### config.mk
export PLATFORM = sky130hd
export DESIGN_NAME = note_sequencer
export DESIGN_NICKNAME = d
export VERILOG_FILES = /design/src/rtl/sequencer_pkg.sv /design/src/rtl/note_fifo.sv /design/src/rtl/note_sequencer.sv
export SDC_FILE = /design/constraint.sdc
export NUM_CORES = 1
export LEC_CHECK = 0
export ABC_AREA = 1
export CORE_MARGIN = 2
export CORE_UTILIZATION = 42
export CTS_BUF_LIST = sky130_fd_sc_hd__clkbuf_16
export CTS_CLUSTER_SIZE = 8
export DETAILED_ROUTE_END_ITERATION = 16
export GPL_TIMING_DRIVEN = 1
export PLACE_DENSITY_LB_ADDON = 0.2
export SYNTH_ARGS = -nofsm -noshare
export SYNTH_HDL_FRONTEND = slang
export SYNTH_SLANG_ARGS = --single-unit
### constraint.sdc
create_clock -name clk -period 5.84 [get_ports clk]
set_input_delay 1.168 -clock clk [delete_from_list [all_inputs] [get_ports clk]]
set_output_delay 1.168 -clock clk [all_outputs]
set_load 0.02 [all_outputs]
### src/rtl/sequencer_pkg.sv
// Shared definitions for the note sequencer: length width, wr_data field
// positions, the one-hot state encoding and the queued note record.
package sequencer_pkg;

  localparam int LEN_W    = 32;
  localparam int DATA_W   = 2 * LEN_W;

  // wr_data = {hold_len, gap_len}
  localparam int HOLD_MSB = 2 * LEN_W - 1;
  localparam int HOLD_LSB = LEN_W;
  localparam int GAP_MSB  = LEN_W - 1;
  localparam int GAP_LSB  = 0;

  typedef logic [LEN_W-1:0] len_t;

  typedef enum logic [5:0] {
    IDLE      = 6'b000001,
    TRIGGER   = 6'b000010,
    HOLD      = 6'b000100,
    OFF       = 6'b001000,
    WAIT_DONE = 6'b010000,
    GAP       = 6'b100000
  } state_t;

  typedef struct packed {
    len_t hold_len;
    len_t gap_len;
  } note_t;

  function automatic note_t unpack_note(input logic [DATA_W-1:0] raw);
    note_t n;
    n.hold_len = raw[HOLD_MSB:HOLD_LSB];
    n.gap_len  = raw[GAP_MSB:GAP_LSB];
    return n;
  endfunction

endpackage

### src/rtl/note_fifo.sv
// First-word-fall-through queue of note events. head always shows the oldest
// entry while empty is low; a push into a full queue is taken only when a
// pop happens in the same cycle.
module note_fifo
  import sequencer_pkg::*;
#(
  parameter int DEPTH = 4
) (
  input  logic              clk,
  input  logic              rst,
  input  logic              push,
  input  logic [DATA_W-1:0] push_data,
  input  logic              pop,
  output logic [DATA_W-1:0] head,
  output logic              full,
  output logic              empty
);

  localparam int AW = (DEPTH > 1) ? $clog2(DEPTH) : 1;

  logic [DATA_W-1:0] mem [DEPTH];
  logic [AW-1:0]     wr_ptr;
  logic [AW-1:0]     rd_ptr;
  logic [AW:0]       count;
  logic              do_push;
  logic              do_pop;

  assign empty   = (count == '0);
  assign full    = (count == (AW+1)'(DEPTH));
  assign do_pop  = pop && !empty;
  assign do_push = push && (!full || do_pop);
  assign head    = mem[rd_ptr];

  // Pointer and occupancy bookkeeping; reset flushes the queue.
  // NOTE: state registers use non-blocking (<=) so every flop samples the pre-edge values.
  always_ff @(posedge clk or posedge rst) begin
    if (rst) begin
      wr_ptr <= '0;
      rd_ptr <= '0;
      count  <= '0;
    end else begin
      if (do_push) wr_ptr <= wr_ptr + 1'b1;
      if (do_pop)  rd_ptr <= rd_ptr + 1'b1;
      case ({do_push, do_pop})
        2'b10:   count <= count + 1'b1;
        2'b01:   count <= count - 1'b1;
        default: count <= count;
      endcase
    end
  end

  // Storage write port.
  // NOTE: the array is deliberately not reset; emptiness is tracked by count, so stale words are never observed.
  always_ff @(posedge clk) begin
    if (do_push) mem[wr_ptr] <= push_data;
  end

endmodule

### src/rtl/note_sequencer.sv
// Plays queued note events into an envelope generator: trigger, hold for
// hold_len cycles, release, wait for release-complete (bounded by TIMEOUT),
// then rest for gap_len cycles before the next note.
module note_sequencer
  import sequencer_pkg::*;
#(
  parameter int DEPTH   = 4,
  parameter int TIMEOUT = 1024
) (
  input  logic              clk,
  input  logic              rst,
  input  logic              run,
  input  logic              stop,
  input  logic              wr_en,
  input  logic [DATA_W-1:0] wr_data,
  input  logic              env_busy,
  input  logic              env_done,
  output logic              note_on,
  output logic              note_off,
  output logic              full,
  output logic              empty,
  output logic              seq_busy,
  output logic [7:0]        notes_played,
  output logic              overflow,
  output logic              timeout
);

  state_t            state;
  state_t            state_next;
  len_t              cnt;
  len_t              cnt_next;
  len_t              cnt_inc;
  note_t             cur;
  logic [DATA_W-1:0] head;
  logic              pop;
  logic              armed;
  logic              start;
  logic              set_timeout;
  logic              note_done;

  note_fifo #(.DEPTH(DEPTH)) u_fifo (
    .clk       (clk),
    .rst       (rst),
    .push      (wr_en),
    .push_data (wr_data),
    .pop       (pop),
    .head      (head),
    .full      (full),
    .empty     (empty)
  );

  assign cnt_inc  = cnt + 1'b1;
  assign start    = run && armed && !stop && !empty && !env_busy;
  assign seq_busy = (state != IDLE);

  // Next-state, phase counter and pop decisions.
  // NOTE: every output of this block gets a default first, so no path can infer a latch.
  always_comb begin
    state_next  = state;
    cnt_next    = cnt;
    pop         = 1'b0;
    set_timeout = 1'b0;
    note_done   = 1'b0;
    case (state)
      IDLE: begin
        if (start) begin
          pop        = 1'b1;
          state_next = TRIGGER;
        end
      end
      TRIGGER: begin
        // cnt counts cycles since note_on rose.
        cnt_next = len_t'(1);
        if (stop || cur.hold_len <= len_t'(1)) state_next = OFF;
        else                                   state_next = HOLD;
      end
      HOLD: begin
        if (stop || cnt_inc >= cur.hold_len) state_next = OFF;
        else                                 cnt_next   = cnt_inc;
      end
      OFF: begin
        // cnt counts cycles since note_off rose.
        cnt_next = len_t'(1);
        if (env_done) begin
          cnt_next   = '0;
          state_next = GAP;
        end else if (TIMEOUT <= 1) begin
          cnt_next    = '0;
          set_timeout = 1'b1;
          state_next  = GAP;
        end else begin
          state_next = WAIT_DONE;
        end
      end
      WAIT_DONE: begin
        if (env_done) begin
          cnt_next   = '0;
          state_next = GAP;
        end else if (cnt_inc >= len_t'(TIMEOUT)) begin
          cnt_next    = '0;
          set_timeout = 1'b1;
          state_next  = GAP;
        end else begin
          cnt_next = cnt_inc;
        end
      end
      GAP: begin
        // A gap_len of 0 still rests for one cycle.
        if (cnt_inc >= cur.gap_len) begin
          note_done  = 1'b1;
          state_next = IDLE;
        end else begin
          cnt_next = cnt_inc;
        end
      end
      default: state_next = IDLE;
    endcase
  end

  // State, counters, registered strobes and sticky status flags.
  always_ff @(posedge clk or posedge rst) begin
    if (rst) begin
      state        <= IDLE;
      cnt          <= '0;
      cur          <= '0;
      armed        <= 1'b1;
      note_on      <= 1'b0;
      note_off     <= 1'b0;
      notes_played <= '0;
      overflow     <= 1'b0;
      timeout      <= 1'b0;
    end else begin
      state    <= state_next;
      cnt      <= cnt_next;
      note_on  <= (state_next == TRIGGER);
      note_off <= (state_next == OFF);
      if (pop) cur <= unpack_note(head);
      // A stop disarms; run must be seen low before another note may start.
      if (stop)      armed <= 1'b0;
      else if (!run) armed <= 1'b1;
      if (note_done)                 notes_played <= notes_played + 1'b1;
      if (set_timeout)               timeout      <= 1'b1;
      if (wr_en && full && !pop)     overflow     <= 1'b1;
    end
  end

endmodule

==> metrics.txt, run 1 <==
outcome completed; Mapped Nets 1816; Critical Path RT 6300 ps; Rel. slew slack between 20% and 30%; max cap viols 0; period utilisation layout a little under three quarters; asr flop ratio synth 32.3%; Vias/cell 5.22; power density cells 429 mW/mm^2; Synth Cell Area approximately 0.017 sq mm; GP Congestion ~0.9; Crit Path Category flip-flop to flip-flop; CTS tree done; Crit Path Max Fanout 35; TritonCTS Sinks 378; GR Layer Usage met3 3.61%; final WL 42000 um; Resize count post-CTS 0; IR drop worst, VDD 0.287 mV; share of cells above drive strength 1 approximately 6%; Final Max Tran Viols 0; hold depth 1; Worst R2R Start cnt[0]; Post-synth EDFFs 256; Num CTS Buffers 53; # nets final 1902; Final Hold Viols 0; dpl ws roughly 1600 ps; WL/cell about 18 um; Core Footprint 0.0407 sq mm; Area after DPL 0.0187 sq mm; yosys warns 0; Max Fclk 238 MHz; post-CTS setup repair buffer count 0; WHS Endpoint notes_played[7]; ys flop type edfxtp_1; gr usage total about a fifth; H-tree depth 2; Worst Tran Pin Value 1100 ps; Clock Latency Late Sink 580 ps; initial antenna violation count 0; Final ANT Viol Nets 0; RSZ-0062 raised after global routing false; FF-to-FF End cnt[23]; P_leak 8.31 nW; CTS Buffer Depth 3; met1 Use GR approximately 28%; final instance area 0.0202 sq mm; Worst EP arrival 4660 ps; reg2reg setup slack 1640 ps; starting density of the core 42.4%; die width a little over 200 um; fin worst setup slack 1640 ps; CTS Root Cell clkbuf_16; GRT met2 Usage between 30% and 40%; Worst Hold Class flip-flop to flip-flop; Setup crit end kind flip-flop; clock slew at reported path FFs around 50 ps; Area Overhead vs Synth 16.9%; IO Port Bufs 85; #FFs+latches synth approximately 380; gr busiest metal met2; crit-path most repeated cell nand2_1; final setup TNS 0 ps; Ant. Diodes 0; Worst Setup Start Kind flip-flop; first-pass GRT wire length 66100 um; syn avg cell area 10.3 sq um; Vias 12200; Top Ports 86; filler instances between 3000 and 4000; number of global-route vias before repair 12000; final setup fails 0; min cycle time layout 4200 ps; worst-case reg-to-reg path depth 25; synth unique cells 48; Layout Skew 15.4 ps; slowest CP cell dfrtp_1; DRC Markers 0; Die Y 207 um; grt ovf 0; largest net degree at the start of global routing approximately 100; cell count after synthesis 1676; Initial DRT Pass Iterations 5; sequential area share after synthesis 62.1%; Iter 0 DRT Violations 791; Row Count between 70 and 80; CP max stage delay 550 ps; Worst Hold Slack between 400 and 500 ps; DIE AREA 0.0428 sq mm; CTS Hold Bufs 0; min-delay src notes_played[7]; Post-DP HPWL around 27000 um
[metal layers]
layer	up-vias	share of wire, %
met5	-	0
met4	0	3.2
met3	85	4.9
met2	300	46
met1	5876	46
li1	5930	-
[registers in the layout, indices dropped and copies added, names as in the netlist]
register,cells
armed,1
u_fifo.rd_ptr,2
note_on,1
timeout,1
u_fifo.wr_ptr,2
overflow,1
notes_played,8
cnt,32
state,6
note_off,1
u_fifo.mem,256
u_fifo.count,3
cur,64
[per-stage QoR]
stage,total power [mW],cells,util (%)
5_1_grt,9.20,2336,49.6
4_1_cts,8.77,2336,49.6
3_5_place_dp,6.01,2239,45.9
2_1_floorplan,5.20,1676,-
6_report,8.67,2336,49.6
3_3_place_gp,5.95,2239,45.9
[cells in the mapped netlist, types with 4 or more instances]
master	number	area [sq um]
nor2_4	4	45.0
nor3_1	19	95.1
a31o_2	4	35.0
buf_2	5	25.0
o21ai_0	209	1050
nand2_1	290	1090
nor4_1	8	50.1
inv_1	161	604
xor2_1	17	149
buf_6	6	67.6
nand2_2	8	50.1
nand4_1	28	175
edfxtp_1	256	7690
nor2_1	218	818
nand3_1	54	270
o21ai_1	5	25.0
o22ai_1	63	394
ha_1	68	851
dfrtp_1	120	3000
a211oi_1	7	52.6
clkbuf_1	56	210
xnor2_1	10	87.6
a21oi_1	23	115
[area by class of cell]
class	count	area, sq um	share of cell area (%)
multi-input cells	1064	5640	27.9
clock inverters	44	183	0.904
clock buffers	53	1330	6.56
flip-flops and latches	378	10700	53.2
repair buffers	101	1020	5.05
inverters	164	621	3.07
well taps	532	666	3.29
[worst max path at each step]
stage,start,to,slack [ps],cells after the start
after floorplan,run,u_fifo.mem[0][0],650,6
after global placement,stop,u_fifo.mem[0][7],1590,7
after detailed placement,stop,u_fifo.mem[0][7],1570,7
after CTS,cnt[0],cnt[20],1610,25
after global routing,cnt[0],cnt[15],1170,25
final,cnt[0],cnt[23],1640,25
[logic make-up (layout without fill, tap and decap cells)]
kind of cell,after synthesis,after routing,synth area share [%]
xor+xnor,27,27,1.37
buf+inv,234,362,5.40
flops,378,378,62.1
simple gates,642,642,15.6
fa+ha+maj,69,69,5.04
mux,1,1,0.0651
compound gates,325,325,10.4
[placed cells by master (no fill, tap or decap), drive strengths merged, types with 2 or more instances in the layout]
cell,instances
clkbuf,53
a31o,4
o21ai,214
o22ai,63
dfstp,2
xor2,17
nor4,8
xnor2,10
a211oi,7
nand3,55
o21bai,3
nand2,300
a21oi,24
nor3,21
ha,68
buf,16
or2,2
a31oi,3
a21o,2
and3,2
edfxtp,256
clkdlybuf4s50,85
nor2,223
inv,203
nand4,28
dfrtp,120
clkinv,5
[worst max-delay path, delay by kind of cell, from the launching register on]
kind | cells | cell delay [ps]
AND/OR/NAND/NOR | 18 | 2190
buffers and inverters | 2 | 230
flip-flops | 1 | 550
adder cells (fa/ha/maj) | 2 | 470
AO/OA/AOI/OAI | 3 | 630
[where the power goes]
group	internal [mW]	leakage, nW	switching (mW)
registers	3.52	3.89	0.193
clock network	1.62	0.887	1.10
logic	0.664	3.54	1.57
Note: power is estimated with default switching activity, not from simulation.
==> inputs of run 2 (changes only) <==
==> constraint.sdc (replaced) <==
create_clock -name clk -period 4.4 [get_ports clk]
set_input_delay 0.88 -clock clk [delete_from_list [all_inputs] [get_ports clk]]
set_output_delay 0.88 -clock clk [all_outputs]
set_load 0.02 [all_outputs]
==> run 2 against run 1 <==
Non-clock buffer count increased by 4. Critical endpoint is now cnt[26]. First-iteration DRC count grew 12%. Power up 34%. Critical path depth is 5 lower. Global-route usage increased by 0.53 points. Final area rose by 0.69%. Routed wire length rose by 0.65%. Largest cell class unchanged. Sequential cell count is the same. Sequential share of layout area down 0.37 points. Combinational power grew 33%. Highest routed layer unchanged. Largest power group unchanged.
==> metrics.txt, run 2 (synthesized netlist as in run 1, its figures left out) <==
switching power total 3.81 mW (was 2.87 mW); share of cells above drive strength 1 6.47% (was 6.15%); final WL 42300 um (was 42000 um); Iter 0 DRT Violations 884 (was 791); Initial DRT Pass Iterations 5 (unchanged); Layout Skew 14.7 ps (was 15.4 ps); Num CTS Buffers 53 (unchanged); power density cells 571 mW/mm^2 (was 429 mW/mm^2); final setup fails 0 (unchanged); IO Port Bufs 85 (unchanged); min-delay src notes_played[7] (unchanged); first-pass GRT wire length 67800 um (was 66100 um); Resize count post-CTS 0 (unchanged); Die Y 207 um (unchanged); Reg power frac 42.5% (was 42.8%); Final Hold Viols 0 (unchanged); H-tree depth 2 (unchanged); worst-case reg-to-reg path depth 20 (was 25); Top Registers u_fifo.mem x256, cur x64, cnt x32 (unchanged); grt ovf 0 (unchanged); sw frac 32.8% (was 33.1%); Setup crit end kind flip-flop (unchanged); crit path cell chain ha_1 -> nand3_2 -> nor2_1 -> and3_1 -> nand3_1 -> nand2_1 -> inv_1 -> ha_1 -> nand2_1 -> inv_1 -> nand3_1 -> nor3_1 -> nand4_1 -> nor2_1 -> a21oi_4 -> nand2_4 -> a21boi_4 -> buf_4 -> nand3_1 -> nand2_1; Area Overhead vs Synth 17.7% (was 16.9%); CTS Hold Bufs 0 (unchanged); max cap viols 0 (unchanged); total power 11.6 mW (was 8.67 mW); WHS Endpoint notes_played[7] (unchanged); die width 207 um (unchanged); starting density of the core 42.4% (unchanged); Final Instance Count excl. Fillers 2341 (was 2336); clock share of power 31.9% (was 31.4%); largest register by flop count u_fifo.mem (unchanged); number of global-route vias before repair 12100 (was 12000); WL/cell 18.1 um (was 18.0 um); outcome completed (unchanged); Worst EP arrival 4220 ps (was 4660 ps); reg2reg setup slack 640 ps (was 1640 ps); final setup TNS 0 ps (unchanged); Post-DP HPWL 27600 um (was 27100 um); CP max stage delay 540 ps (was 550 ps); Rel. slew slack 36.7% (was 26.9%); Final ANT Viol Nets 0 (unchanged); Cells after DPL 2243 (was 2239); min cycle time layout 3760 ps (was 4200 ps); initial antenna violation count 0 (unchanged); most common cell after layout, fill and taps aside nand2_1 (unchanged); RSZ-0062 raised after global routing false (unchanged); FF-to-FF End cnt[26] (was cnt[23]); Worst R2R Start cnt[0] (unchanged); buffer and inverter count on the worst path 3 (was 2); hold depth 1 (unchanged); Row Count 74 (unchanged); Top Ports 86 (unchanged); slowest CP cell dfrtp_1 (unchanged); dpl ws 665 ps (was 1570 ps); combinational power share 25.6% (was 25.8%); Crit Path Max Fanout 32 (was 35); gr usage total 20.5% (was 20.0%); Worst Tran Pin Value 949 ps (was 1100 ps); CTS Buffer Depth 3 (unchanged); post-CTS setup repair buffer count 0 (unchanged); most frequent cells in the layout nand2_1 (290), edfxtp_1 (256), nor2_1 (214) (unchanged); GP Congestion 0.926 (was 0.904); DIE AREA 0.0428 sq mm (unchanged); CTS Root Cell clkbuf_16 (unchanged); Max Fclk 266 MHz (was 238 MHz); Worst Setup Start Kind flip-flop (unchanged); CTS tree done (unchanged); Internal Pwr Total 7.80 mW (was 5.80 mW); Final Max Tran Viols 0 (unchanged); fin worst setup slack 644 ps (was 1640 ps); # nets final 1906 (was 1902); max reg flops 256 (unchanged); Vias 12200 (about the same); Core Footprint 0.0407 sq mm (unchanged); Vias/cell 5.22 (about the same); Critical Path RT 4860 ps (was 6300 ps); Clock Latency Late Sink 590 ps (was 580 ps); P_leak 8.37 nW (was 8.31 nW); Crit Path Category flip-flop to flip-flop (unchanged); DRC Markers 0 (unchanged); TritonCTS Sinks 378 (unchanged); Top delay family on crit path simple AND/OR/NAND/NOR gates (unchanged); Ant. Diodes 0 (unchanged); Stages on worst setup path 20 (was 25); period utilisation layout 85.4% (was 71.9%); Worst Hold Class flip-flop to flip-flop (unchanged); largest net degree at the start of global routing 132 (was 103); IR drop worst, VDD 0.338 mV (was 0.287 mV); clock slew at reported path FFs 50 ps (about the same)
run 2: changes by cell type in the layout (fill, tap and decap cells not counted):
| cell | before | now |
|---|---|---|
| clkinv_2 | 3 | 2 |
| inv_6 | 0 | 1 |
| clkinv_1 | 2 | 1 |
| buf_12 | 4 | 8 |
| clkinv_16 | 0 | 1 |
| inv_16 | 1 | 0 |
| clkbuf_16 | 53 | 55 |
run 2: final cells by class:
cell class | instances | area, sq um
Fill cell | 3692 | 20400
Sequential cell | 378 | 10700
Multi-Input combinational cell | 1064 | 5640
Clock buffer | 55 | 1380
Timing Repair Buffer | 105 | 1100
Tap cell | 532 | 666
Inverter | 164 | 621
Clock inverter | 43 | 193
run 2: through the flow:
step                      util (%)  area, sq um  hold slack [ps]
after floorplan                  -        17300              458
after global placement        46.1        18800              467
after detailed placement      46.1        18800              471
after CTS                     49.9        20300              478
after global routing          49.9        20300              492
final                         49.9        20300              471
run 2: worst max-delay path by stage:
stage                start               end  slack [ps]
floorplan              run  u_fifo.mem[0][0]        -500
global placement    cnt[0]           cnt[21]         760
detailed placement  cnt[0]           cnt[26]         670
CTS                 cnt[0]           cnt[26]         650
global route        cnt[0]           cnt[26]         110
finish              cnt[0]           cnt[26]         640
run 2: power by group through the flow:
stage | clock network (mW) | logic (mW) | registers [mW]
2_1_floorplan | 0 | 1.96 | 4.94
3_3_place_gp | 0 | 2.95 | 4.98
3_5_place_dp | 0 | 3.00 | 4.99
4_1_cts | 3.80 | 3.02 | 4.93
5_1_grt | 3.95 | 3.36 | 5.01
6_report | 3.70 | 2.98 | 4.93
run 2: metal layers:
metal | share of wire [%] | global-route usage [%]
met1 | 46 | 28.8
met2 | 46 | 32.4
met3 | 5.2 | 3.75
met4 | 2.8 | 6.79
met5 | 0 | 0
run 2: worst register-to-register path, cell delays in order (launching register included):
cell	delay, ps
dfrtp_1	540
ha_1	260
nand3_2	150
nor2_1	180
and3_1	250
nand3_1	100
nand2_1	140
inv_1	110
ha_1	280
nand2_1	50
inv_1	60
nand3_1	90
nor3_1	240
nand4_1	130
nor2_1	230
a21oi_4	90
nand2_4	170
a21boi_4	90
buf_4	270
nand3_1	160
nand2_1	60
==> inputs of run 3 (changes only) <==
--- a/config.mk
+++ b/config.mk
@@ -6,6 +6,7 @@
 export NUM_CORES = 1
 export LEC_CHECK = 0
 export ABC_AREA = 1
+export CAP_MARGIN = 25
 export CORE_MARGIN = 2
 export CORE_UTILIZATION = 42
 export CTS_BUF_LIST = sky130_fd_sc_hd__clkbuf_16
==> results of run 3 <==
Same layout as run 2: the final DEF is identical, and so are final timing and power.
